$ cat config.mk
export PLATFORM = sky130hd
export DESIGN_NAME = fifo_rd_stream
export DESIGN_NICKNAME = d
export VERILOG_FILES = /design/src/rtl/fifo_pkg.sv /design/src/rtl/stream_skid_buf.sv /design/src/rtl/fifo_rd_stream.sv
export SDC_FILE = /design/constraint.sdc
export NUM_CORES = 1
export LEC_CHECK = 0
export CAP_MARGIN = 25
export CELL_PAD_IN_SITES_DETAIL_PLACEMENT = 0
export CELL_PAD_IN_SITES_GLOBAL_PLACEMENT = 1
export CORE_MARGIN = 8
export CORE_UTILIZATION = 39
export CTS_BUF_LIST = sky130_fd_sc_hd__clkbuf_16
export DETAILED_ROUTE_END_ITERATION = 10
export GPL_TIMING_DRIVEN = 0
export PLACE_DENSITY_LB_ADDON = 0.1
export SLEW_MARGIN = 10
export SYNTH_ARGS = -nofsm -noshare
export SYNTH_HDL_FRONTEND = slang
export SYNTH_SLANG_ARGS = --single-unit
export TNS_END_PERCENT = 10
$ cat constraint.sdc
create_clock -name clk -period 1.62 [get_ports clk]
set_input_delay 0.243 -clock clk [delete_from_list [all_inputs] [get_ports clk]]
set_output_delay 0.243 -clock clk [all_outputs]
set_load 0.03 [all_outputs]
$ cat src/rtl/fifo_pkg.sv
// Shared types and constants for the FIFO read-side stream adapter.
package fifo_pkg;

  typedef enum logic [1:0] {
    IDLE  = 2'b00,
    RUN   = 2'b01,
    FLUSH = 2'b10
  } rd_state_t;

  localparam int unsigned BUF_DEPTH_MIN = 2;

endpackage

$ cat src/rtl/stream_skid_buf.sv
// Circular skid buffer: tail push, head pop, synchronous clear of pointers and occupancy.
module stream_skid_buf
  import fifo_pkg::*;
#(
  parameter int unsigned WIDTH = 8,
  parameter int unsigned DEPTH = 3
) (
  input  logic                         clk,
  input  logic                         rst_n,
  input  logic                         push,
  input  logic                         pop,
  input  logic                         clear,
  input  logic [WIDTH-1:0]             wr_data,
  output logic [WIDTH-1:0]             head_data,
  output logic [$clog2(DEPTH+1)-1:0]   occ
);

  localparam int unsigned IDX_W = $clog2(DEPTH);
  localparam int unsigned OCC_W = $clog2(DEPTH + 1);

  if (DEPTH < BUF_DEPTH_MIN) begin : g_depth_chk
    $error("stream_skid_buf: DEPTH below minimum");
  end

  logic [WIDTH-1:0] mem [DEPTH];
  logic [IDX_W-1:0] head;
  logic [IDX_W-1:0] tail;

  function automatic logic [IDX_W-1:0] wrap_inc(input logic [IDX_W-1:0] idx);
    return (idx == IDX_W'(DEPTH - 1)) ? '0 : idx + IDX_W'(1);
  endfunction

  // Pointer and occupancy bookkeeping; clear wins over a same-cycle push or pop.
  always_ff @(posedge clk or negedge rst_n) begin
    if (!rst_n) begin
      head <= '0;
      tail <= '0;
      occ  <= '0;
    end else if (clear) begin
      head <= '0;
      tail <= '0;
      occ  <= '0;
    end else begin
      if (push) tail <= wrap_inc(tail);
      if (pop)  head <= wrap_inc(head);
      case ({push, pop})
        2'b10:   occ <= occ + OCC_W'(1);
        2'b01:   occ <= occ - OCC_W'(1);
        default: occ <= occ;
      endcase
    end
  end

  always_ff @(posedge clk or negedge rst_n) begin
    if (!rst_n) begin
      for (int i = 0; i < int'(DEPTH); i++) mem[i] <= '0;
    end else if (push && !clear) begin
      mem[tail] <= wr_data;
    end
  end

  assign head_data = mem[head];

endmodule

$ cat src/rtl/fifo_rd_stream.sv
// Drains a registered-output synchronous FIFO into a valid/ready stream.
// Optional transfer counter enabled by FIFO_RD_STREAM_CNT_EN.
module fifo_rd_stream
  import fifo_pkg::*;
#(
  parameter int unsigned WIDTH     = 8,
  parameter int unsigned BUF_DEPTH = 3
`ifdef FIFO_RD_STREAM_CNT_EN
  ,
  parameter int unsigned CNT_WIDTH = 16
`endif
) (
  input  logic                 clk,
  input  logic                 rst_n,
  input  logic                 en,
  input  logic                 flush,
  input  logic                 fifo_empty,
  input  logic [WIDTH-1:0]     fifo_dout,
  output logic                 fifo_rd_en,
  output logic                 m_valid,
  output logic [WIDTH-1:0]     m_data,
  input  logic                 m_ready,
  output logic                 busy
`ifdef FIFO_RD_STREAM_CNT_EN
  ,
  output logic [CNT_WIDTH-1:0] xfer_cnt
`endif
);

  localparam int unsigned OCC_W = $clog2(BUF_DEPTH + 1);
  localparam int unsigned SUM_W = OCC_W + 1;

  rd_state_t        state;
  rd_state_t        state_nxt;
  logic             pend;
  logic [OCC_W-1:0] occ;
  logic             push;
  logic             pop;
  logic             credit_ok;

  // A read is only issued if its word is guaranteed a free buffer slot on landing.
  assign credit_ok = (SUM_W'(occ) + SUM_W'(pend)) < SUM_W'(BUF_DEPTH);

  always_ff @(posedge clk or negedge rst_n) begin
    if (!rst_n) state <= IDLE;
    else        state <= state_nxt;
  end

  always_comb begin
    state_nxt  = state;
    fifo_rd_en = 1'b0;
    if (flush) begin
      state_nxt = FLUSH;
    end else begin
      case (state)
        IDLE:    if (en) state_nxt = RUN;
        RUN: begin
          if (!en) state_nxt = IDLE;
          fifo_rd_en = !fifo_empty && credit_ok;
        end
        FLUSH:   if (!pend) state_nxt = IDLE;
        default: state_nxt = IDLE;
      endcase
    end
  end

  // pend marks the cycle in which a requested word is present on fifo_dout.
  always_ff @(posedge clk or negedge rst_n) begin
    if (!rst_n) pend <= 1'b0;
    else        pend <= fifo_rd_en;
  end

  assign push    = pend && (state != FLUSH);
  assign m_valid = (occ != '0) && (state != FLUSH);
  assign pop     = m_valid && m_ready;
  assign busy    = (state != IDLE) || (occ != '0) || pend;

  stream_skid_buf #(
    .WIDTH (WIDTH),
    .DEPTH (BUF_DEPTH)
  ) u_buf (
    .clk       (clk),
    .rst_n     (rst_n),
    .push      (push),
    .pop       (pop),
    .clear     (flush),
    .wr_data   (fifo_dout),
    .head_data (m_data),
    .occ       (occ)
  );

`ifdef FIFO_RD_STREAM_CNT_EN
  // Counts accepted words; survives flush, wraps naturally.
  always_ff @(posedge clk or negedge rst_n) begin
    if (!rst_n)   xfer_cnt <= '0;
    else if (pop) xfer_cnt <= xfer_cnt + CNT_WIDTH'(1);
  end
`endif

`ifndef SYNTHESIS
  a_no_empty_read: assert property (@(posedge clk) disable iff (!rst_n)
    !(fifo_rd_en && fifo_empty));
  a_occ_bound: assert property (@(posedge clk) disable iff (!rst_n)
    occ <= OCC_W'(BUF_DEPTH));
  a_data_hold: assert property (@(posedge clk) disable iff (!rst_n)
    (m_valid && !m_ready && !flush) |=> $stable(m_data));
`endif

endmodule

==> flow_metrics.py, run 1 <==
metrics = {
    "hold_path": {
        "min-delay-path-class": "primary input to async pin",
    },
    "sta": {
        "relSlewSlack_pct": 48.92,
        "finClkSkew_ps": 5.292,
        "slew_violations": 0,
        "finalCritPeriodShare_pct": 110.9,
        "tightest_slew_ps": 766.2,
        "fin_crit_ps": 1797,
        "holdWs_ps": 49.93,
        "fmax_mhz": 556.6,
        "hold_viol_final": 0,
        "setup_slack_ps": -176.5,
        "setup_violations": 13,
        "rsz0062_at_grt": "yes",
    },
    "power_and_ir_drop": {
        "leakage_nw": 1.026,
        "ir_drop_mv": 0.6263,
        "p_per_area_nw_per_um2": 905.3,
    },
    "grt": {
        "overflow": 0,
        "grt_max_degree": 34,
        "grt_pass1_vias": 1216,
        "grt_util_all_layers_pct": 11.68,
        "grt_pass1_wl_mm": 5.809,
        "antenna_found_initial": 0,
    },
    "clock_network": {
        "numCtsBuffers": 5,
        "h-tree-depth": 2,
        "clockBufferDepth": 2,
        "cts.sinks": 33,
        "root_buffer": "clkbuf_16",
        "tritoncts": "yes",
        "clk_pin_slew_worst_paths_ps": 50,
        "worstSkewPairLatency_ps": 270,
        "cts_hold_buf": 0,
    },
    "routing": {
        "dr.pass1.iters": 4,
        "drc_errors": 0,
        "drt-vias-per-instance": 5.168,
        "totalWireLength_mm": 3.640,
        "post_drt_wl_per_cell_um": 16.55,
        "ant_nets": 0,
        "drtIter0Drc": 52,
        "vias": 1137,
    },
    "floorplanning": {
        "rows": 23,
        "start_util_pct": 40.99,
        "dieWidth_um": 81.08,
        "coreArea_um2": 4029,
        "dieArea_um2": 6573,
        "die_h_um": 81.08,
        "pin_count": 25,
    },
    "layout": {
        "regArea_um2": 827.0,
        "nFillCells": 378,
        "multiInputGateArea_um2": 784.5,
        "drive_above_1_share_pct": 42.94,
        "area_delta_synth_final_pct": 30.91,
        "antenna_cells": 0,
        "finalNetCount": 185,
        "fin_area_um2": 2162,
    },
    "outcome": {
        "status": "finished with violations",
        "violations": "negative setup slack",
    },
    "logic_synthesis": {
        "synth_top_area_share_pct": 50.00,
        "synth_area_per_cell_um2": 12.61,
        "synth_edf_count": 0,
        "synth_cell_type_count": 34,
        "synthCells": 131,
        "synthTopCellsByArea": "dfrtp_1, mux2_2, mux2_4",
        "synth_top_area_cell": "dfrtp_1",
        "ys.flop_type": "dfrtp_1",
        "synth.net_count": 147,
        "ys_seq_area_share_pct": 50.00,
        "yosys_warnings": 0,
        "ys_ff_latch": 33,
        "synth.cell_area_um2": 1652,
        "async_flop_share_pct": 100.0,
    },
    "placement": {
        "place.port_buffers": 22,
        "dpl_cell_area_um2": 1929,
        "place_congestion": 0.7107,
        "preCtsSetupSlack_ps": -711.5,
        "hpwl_mm": 2.414,
    },
    "worst_setup_path": {
        "critPathArrivalTime_ps": 1950,
        "worstPathRequired_ps": 1770,
        "crit_chain": "nor2b_4 -> buf_6 -> or4_4 -> buf_8 -> mux2_4",
        "critPathMaxStageDelay_ps": 480,
        "crit_fanout": 10,
        "critPathLaunchType": "register",
        "cpMaxStageDelayCell": "or4_4",
        "end_kind": "register",
        "path_class": "register to register",
    },
    "flow_run": {
        "cap_violations": 0,
    },
}
layer usage:
layer	up-vias	global-route usage, %	share of wire (%)	wire length [um]
met3	2	3.642	3.9	143
met2	14	18.36	47	1711
met4	0	4.286	0.60	22
met1	577	14.75	48	1763
li1	544	-	-	-
met5	-	0	0	0
power by group:
group	switching (mW)	internal [mW]
registers	0.0150	0.847
logic	0.112	0.0987
clock network	0.323	0.562
per-stage QoR:
stage	cells	power, mW	TNS [ps]	utilization, %
after detailed placement	203	1.091	-12190	47.89
after global routing	220	2.044	-3496	53.66
final	220	1.957	-1826	53.66
after floorplan	131	0.9882	-1734	-
after global placement	203	1.088	-23950	48.01
after CTS	218	1.979	-2174	52.76
cell usage in the layout, fill, tap and decap left out, types with 2 or more instances in the layout:
cell	Yosys	layout
a21o_1	3	3
a21oi_1	4	4
buf_2	1	4
buf_4	0	15
buf_6	3	5
clkbuf_16	0	5
clkdlybuf4s50_1	0	10
clkinv_2	0	2
dfrtp_1	33	32
ha_2	0	2
inv_1	2	2
mux2_2	16	16
mux2_4	8	8
mux2i_1	8	8
nand2_1	10	10
nand4_1	3	3
nor2_1	3	2
nor2b_1	2	2
nor4b_4	2	2
o21ai_0	9	3
o21ai_1	0	6
o31ai_1	3	3
or4_4	1	2
cells in the mapped netlist (all sizes together), types with 2 or more instances:
| cell | number |
|---|---|
| buf | 5 |
| nor4b | 3 |
| nor2b | 3 |
| inv | 2 |
| ha | 2 |
| nand2b | 2 |
| nand4 | 3 |
| a21o | 3 |
| dfrtp | 33 |
| nand2 | 10 |
| or4 | 2 |
| o31ai | 3 |
| mux2i | 8 |
| o21ai | 9 |
| a21oi | 4 |
| mux2 | 24 |
| nor2 | 3 |
| clkbuf | 3 |
sequential cells by signal, summed over array words and instances, names as in the netlist:
register    cells
state           2
u_buf.mem      24
u_buf.occ       2
u_buf.head      2
u_buf.tail      2
pend            1
critical path, delay by kind of cell, from the launching register on:
kind,cells,cell delay (ps)
simple gates,2,630
flops,1,430
mux,1,300
buf+inv,2,310
area by class of cell:
class	count	area share [%]
inverters	2	0.3472
repair buffers	31	12.15
clock buffers	5	5.787
well taps	50	2.894
flip-flops and latches	33	38.25
plain buffers	8	3.472
multi-input cells	88	36.28
clock inverters	3	0.8102
path summary, 6_finish.rpt:
path | slack, ps | from | end | depth (start not counted)
worst min register to register | 510 | u_buf.mem[5] | u_buf.mem[5] | 1
min in group clk | 180 | flush | u_buf.occ[0] | 2
worst min-delay path | 50 | rst_n | u_buf.head[0] | 1
worst max-delay path | -180 | state[1] | u_buf.mem[18] | 5
worst max register to register | -180 | state[1] | u_buf.mem[18] | 5
max in group asynchronous | 1050 | rst_n | u_buf.occ[1] | 1
timing repair:
action | in CTS | in global routing
hold endpoints to repair | 0 | 0
endpoints found under the setup margin | 36 | 35
pin swaps | 4 | 2
gates resized for setup | 66 | 20
setup buffers | 7 | 2
cloned | 0 | 0
kinds of logic (layout without fill, tap and decap cells):
kind of cell | after synthesis | after routing | synth area share, %
DFF | 33 | 33 | 50.00
muxes | 32 | 32 | 23.03
and+or+nand+nor | 31 | 31 | 13.03
AOI/OAI and AO/OA | 22 | 22 | 8.182
buffers and inverters | 10 | 49 | 3.712
adders and majority gates | 2 | 2 | 1.515
xor gates and xnor gates | 1 | 1 | 0.5304
Power figures use the tool's default switching activity.
==> run 2, diff against run 1 <==
Settings changed: ABC_CLOCK_PERIOD_IN_PS from default to 1620, SLEW_MARGIN 10 to 20.
==> run 2 against run 1 <==
The run still ends with negative setup slack left; routed wire length is 6.6% higher; fmax is 0.38% higher; critical path depth stayed put; sequential cell count stayed put; worst hold slack better by 120 ps; critical endpoint is now fifo_rd_en; non-clock buffer count is 8 higher; sequential share of layout area is 2.8 points lower; cell area is 8.0% higher; clock skew is 1.2 ps lower; die area stayed put; first-iteration DRC count is 35% higher.
==> flow_metrics.py, run 2 (synthesis results as in run 1) <==
metrics = {
    "outcome": {
        "status": "finished with violations",
        "violations": "negative setup slack",
    },
    "sta": {
        "finalCritPeriodShare_pct": 110.5,
        "fmax_mhz": 558.7,
        "finClkSkew_ps": 4.061,
        "slew_violations": 0,
        "setup_violations": 12,
        "fin_crit_ps": 1790,
        "holdWs_ps": 171.3,
        "tightest_slew_ps": 461.3,
        "relSlewSlack_pct": 69.24,
        "hold_viol_final": 0,
        "rsz0062_at_grt": "yes",
        "setup_slack_ps": -169.8,
        "setup_tns_ps": -1321,
    },
    "floorplanning": {
        "start_util_pct": 40.99,
        "dieArea_um2": 6573,
        "coreArea_um2": 4029,
        "die_h_um": 81.08,
        "dieWidth_um": 81.08,
        "rows": 23,
        "pin_count": 25,
    },
    "grt": {
        "antenna_found_initial": 0,
        "grt_util_all_layers_pct": 12.18,
        "grt_max_degree": 19,
        "overflow": 0,
        "grt_pass1_wl_mm": 5.961,
        "grt_pass1_vias": 1228,
    },
    "clock_network": {
        "numCtsBuffers": 5,
        "worstSkewPairLatency_ps": 270,
        "tritoncts": "yes",
        "root_buffer": "clkbuf_16",
        "clk_pin_slew_worst_paths_ps": 50,
        "cts.sinks": 33,
        "h-tree-depth": 2,
        "clockBufferDepth": 2,
    },
    "worst_setup_path": {
        "path_class": "register to output port",
        "cpMaxStageDelayCell": "dfrtp_1",
        "crit_fanout": 4,
        "crit_buf_inv": 1,
        "critPathArrivalTime_ps": 1550,
        "end_kind": "output port",
        "critPathMaxStageDelay_ps": 420,
        "critPathLaunchType": "register",
        "cp_top_family": "flip-flops",
        "worstPathRequired_ps": 1380,
        "crit_chain": "ha_2 -> ha_4 -> nor4_2 -> and3_4 -> buf_6",
    },
    "routing": {
        "totalWireLength_mm": 3.881,
        "post_drt_wl_per_cell_um": 17.17,
        "vias": 1209,
        "ant_nets": 0,
        "drt-vias-per-instance": 5.350,
        "dr.pass1.iters": 4,
        "drc_errors": 0,
        "drtIter0Drc": 70,
    },
    "placement": {
        "dpl_cell_area_um2": 1957,
        "hpwl_mm": 2.469,
        "preCtsSetupSlack_ps": -694.2,
        "place.port_buffers": 22,
        "place_congestion": 0.7107,
    },
    "layout": {
        "final_common_cell": "dfrtp_1",
        "largest_reg_flops": 24,
        "max_flop_register": "u_buf.mem",
        "layout_common_cells": "dfrtp_1, mux2_4, buf_4, nand2_1, clkdlybuf4s50_1",
        "nFillCells": 325,
        "drive_above_1_share_pct": 45.45,
        "fin_area_um2": 2335,
        "finalNetCount": 193,
        "area_delta_synth_final_pct": 41.36,
        "antenna_cells": 0,
    },
    "power_and_ir_drop": {
        "leakage_nw": 1.093,
        "p_per_area_nw_per_um2": 836.0,
        "ir_drop_mv": 0.6532,
    },
    "hold_path": {
        "min-delay-path-class": "primary input to register",
    },
    "flow_run": {
        "cap_violations": 0,
    },
}
run 2: cell types whose count changed in the layout (fill, tap and decap cells not counted), moves of 2 or more:
cell,change
buf_6,+2
o21ai_0,-2
buf_4,+5
buf_8,+2
mux2_2,-16
mux2_4,+16
run 2: final cells by class:
class	count	area, um2	share of cell area, %
clock inverters	1	5.005	0.2144
multi-input cells	88	872.1	37.35
repair buffers	39	355.3	15.22
plain buffers	8	80.08	3.430
well taps	50	62.56	2.680
inverters	2	7.507	0.3215
clock buffers	5	125.1	5.359
flip-flops and latches	33	827.0	35.42
run 2: through the flow:
stage                     cells  utilization (%)  power (mW)
after floorplan             131                -      0.9882
after global placement      203            48.01       1.088
after detailed placement    204            48.57       1.098
after CTS                   219            53.23       1.948
after global routing        226            57.95       2.047
final                       226            57.95       1.952
run 2: worst register-to-register path: cells and delay by family, from the launching register on:
kind | cells | cell delay (ps)
buffers and inverters | 2 | 310
DFF | 1 | 400
muxes | 1 | 300
and+or+nand+nor | 2 | 620
run 2: routing by layer:
| metal | up-vias | share of wire (%) | GRT usage, % | routed length [um] |
|---|---|---|---|---|
| met3 | 6 | 5.4 | 3.753 | 211 |
| met4 | 0 | 1.4 | 5.536 | 55 |
| li1 | 561 | - | - | - |
| met2 | 29 | 49 | 18.60 | 1902 |
| met1 | 613 | 44 | 15.47 | 1712 |
| met5 | - | 0 | 0 | 0 |
run 2: what timing repair did:
action / 4_1_cts / 5_1_grt
buffers inserted: 8 / 7
endpoints found under the hold margin: 17 / 0
endpoints found under the setup margin: 36 / 35
pin swaps: 4 / 7
hold buffers: 1 / 0
gates resized for setup: 73 / 52
run 2: power by group:
group | switching, mW | internal, mW
registers | 0.0152 | 0.847
clock network | 0.307 | 0.547
logic | 0.118 | 0.118
total | 0.440 | 1.51
run 2: path summary, 6_finish.rpt:
| path | to | from | cells after the start | slack (ps) |
|---|---|---|---|---|
| max | fifo_rd_en | u_buf.occ[0] | 5 | -170 |
| min | u_buf.head[0] | flush | 2 | 170 |
| max reg2reg | u_buf.mem[18] | state[1] | 5 | -130 |
| min reg2reg | u_buf.mem[5] | u_buf.mem[5] | 1 | 510 |
| max in group asynchronous | u_buf.occ[1] | rst_n | 3 | 720 |
| min in group asynchronous | u_buf.head[1] | rst_n | 2 | 450 |
==> run 3, diff against run 2 <==
Settings changed: PLACE_DENSITY_LB_ADDON 0.1 to 0.15.
==> run 3 against run 2 <==
The run still ends with negative setup slack left; critical endpoint unchanged; fmax increased by 1.2%; global-route usage up 0.26 points; core utilization is 0.12 points lower; first-iteration DRC count is the same; critical path type unchanged; clock skew down 2.0 ps; sequential share of layout area is 0.076 points higher; worst setup slack better by 20 ps; critical path depth unchanged; largest power group is now the clock network; non-clock buffer count fell by 2; via count shrank 3.2%; cell area shrank 0.21%.
==> flow_metrics.py, run 3 (synthesis results as in run 1) <==
metrics = {
    "clock_network": {
        "tritoncts": "yes",
        "clk_pin_slew_worst_paths_ps": 50,
        "numCtsBuffers": 5,
        "worstSkewPairLatency_ps": 270,
        "clockBufferDepth": 2,
        "root_buffer": "clkbuf_16",
        "cts.sinks": 33,
        "h-tree-depth": 2,
    },
    "floorplanning": {
        "dieWidth_um": 81.08,
        "coreArea_um2": 4029,
        "dieArea_um2": 6573,
        "start_util_pct": 40.99,
        "pin_count": 25,
        "rows": 23,
        "die_h_um": 81.08,
    },
    "sta": {
        "setup_violations": 10,
        "setup_slack_ps": -149.4,
        "slew_violations": 0,
        "finalCritPeriodShare_pct": 109.2,
        "fmax_mhz": 565.2,
        "setup_tns_ps": -795.2,
        "holdWs_ps": 168.0,
        "relSlewSlack_pct": 74.76,
        "hold_viol_final": 0,
        "finClkSkew_ps": 2.085,
        "tightest_slew_ps": 369.1,
        "rsz0062_at_grt": "yes",
        "fin_crit_ps": 1769,
    },
    "routing": {
        "dr.pass1.iters": 4,
        "drc_errors": 0,
        "totalWireLength_mm": 3.946,
        "ant_nets": 0,
        "drtIter0Drc": 70,
        "vias": 1170,
        "post_drt_wl_per_cell_um": 17.46,
        "drt-vias-per-instance": 5.177,
    },
    "worst_setup_path": {
        "worstPathRequired_ps": 1380,
        "r2r-start": "pend",
        "crit_fanout": 3,
        "critPathArrivalTime_ps": 1530,
        "critPathLaunch": "u_buf.occ[0]",
        "end_kind": "output port",
        "path_class": "register to output port",
        "critPathLaunchType": "register",
    },
    "placement": {
        "hpwl_mm": 2.541,
        "placed_cells": 204,
        "place_congestion": 0.7398,
        "place.port_buffers": 22,
    },
    "layout": {
        "largest_reg_flops": 24,
        "drive_above_1_share_pct": 44.89,
        "fin_cells": 226,
        "max_flop_register": "u_buf.mem",
        "layout_common_cells": "dfrtp_1, buf_4, mux2_4, nand2_1, clkdlybuf4s50_1",
        "final_common_cell": "dfrtp_1",
        "area_delta_synth_final_pct": 41.06,
        "finalNetCount": 191,
        "final_util_pct": 57.83,
        "antenna_cells": 0,
    },
    "power_and_ir_drop": {
        "clockPowerShare_pct": 49.0,
        "ir_drop_mv": 0.5190,
        "intPower_mw": 1.671,
        "leakage_nw": 1.108,
        "sequentialPowerShare_pct": 40.4,
        "power.net_switching_mw": 0.4648,
        "p_per_area_nw_per_um2": 916.9,
        "p_comb_share_pct": 10.6,
        "power_mw": 2.136,
        "swShare_pct": 21.76,
    },
    "hold_path": {
        "min-delay-path-class": "primary input to register",
        "min_from": "flush",
    },
    "grt": {
        "grt_pass1_vias": 1207,
        "grt_max_degree": 24,
        "antenna_found_initial": 0,
        "grt_util_all_layers_pct": 12.44,
        "overflow": 0,
        "grt_pass1_wl_mm": 6.223,
    },
    "outcome": {
        "violations": "negative setup slack",
        "status": "finished with violations",
    },
    "flow_run": {
        "cap_violations": 0,
    },
}
==> run 3: cell types whose count changed in the layout (fill, tap and decap cells not counted), sizes merged <==
| cell | previous run | this run |
|---|---|---|
| buf | 35 | 32 |
| bufinv | 0 | 1 |
| clkbuf | 6 | 7 |
| inv | 2 | 3 |
==> run 3: path summary, 6_finish.rpt <==
kind / to / slack (ps) / depth (start not counted)
worst min-delay path: u_buf.occ[0] / 170 / 2
worst min register to register: u_buf.mem[12] / 510 / 1
worst max register to register: u_buf.mem[16] / -70 / 5
worst max-delay path: fifo_rd_en / -150 / 5
min in group asynchronous: u_buf.occ[0] / 390 / 2
max in group asynchronous: u_buf.mem[11] / 820 / 3
==> run 3: power groups by stage <==
stage	combinational, mW	sequential [mW]	clock (mW)
after CTS	0.215	0.861	1.06
after detailed placement	0.226	0.875	0
after floorplan	0.118	0.870	0
after global placement	0.214	0.873	0
after global routing	0.246	0.864	1.10
final	0.227	0.862	1.05
==> run 3: routing by layer <==
metal / global-route usage (%) / routed length [um] / vias to the layer above
met5: 0 / 0 / -
met4: 4.286 / 42 / 0
met3: 4.084 / 168 / 4
met2: 18.93 / 1862 / 25
met1: 16.21 / 1872 / 580
li1: - / - / 561
==> run 3: cell type report <==
cell class,count,area (um2)
buffer,7,73.82
timing repair buffer,38,366.6
multi-input combinational,88,829.5
sequential,33,827.0
inverter,2,7.507
clock buffer,5,125.1
fill,350,1699
tap,50,62.56
clock inverter,3,37.54
==> run 3: critical path: stages (launching register included) <==
cell	delay [ps]
dfrtp_1	400
ha_2	180
ha_2	300
nand2_1	50
and3_4	180
buf_6	130
==> run 3: stage by stage <==
stage / worst slack (ps) / cell area [um2]
floorplan: -194.9 / 1652
global placement: -629.0 / 1934
detailed placement: -612.6 / 1957
CTS: -168.0 / 2171
global route: -212.4 / 2330
finish: -149.4 / 2330
==> run 3: timing repair <==
item,CTS,global route
setup buffers,7,6
resized for setup,78,30
cloned,0,1
endpoints found under the setup margin,35,35
hold buffers,1,0
pin swaps,5,3
hold endpoints to repair,10,0
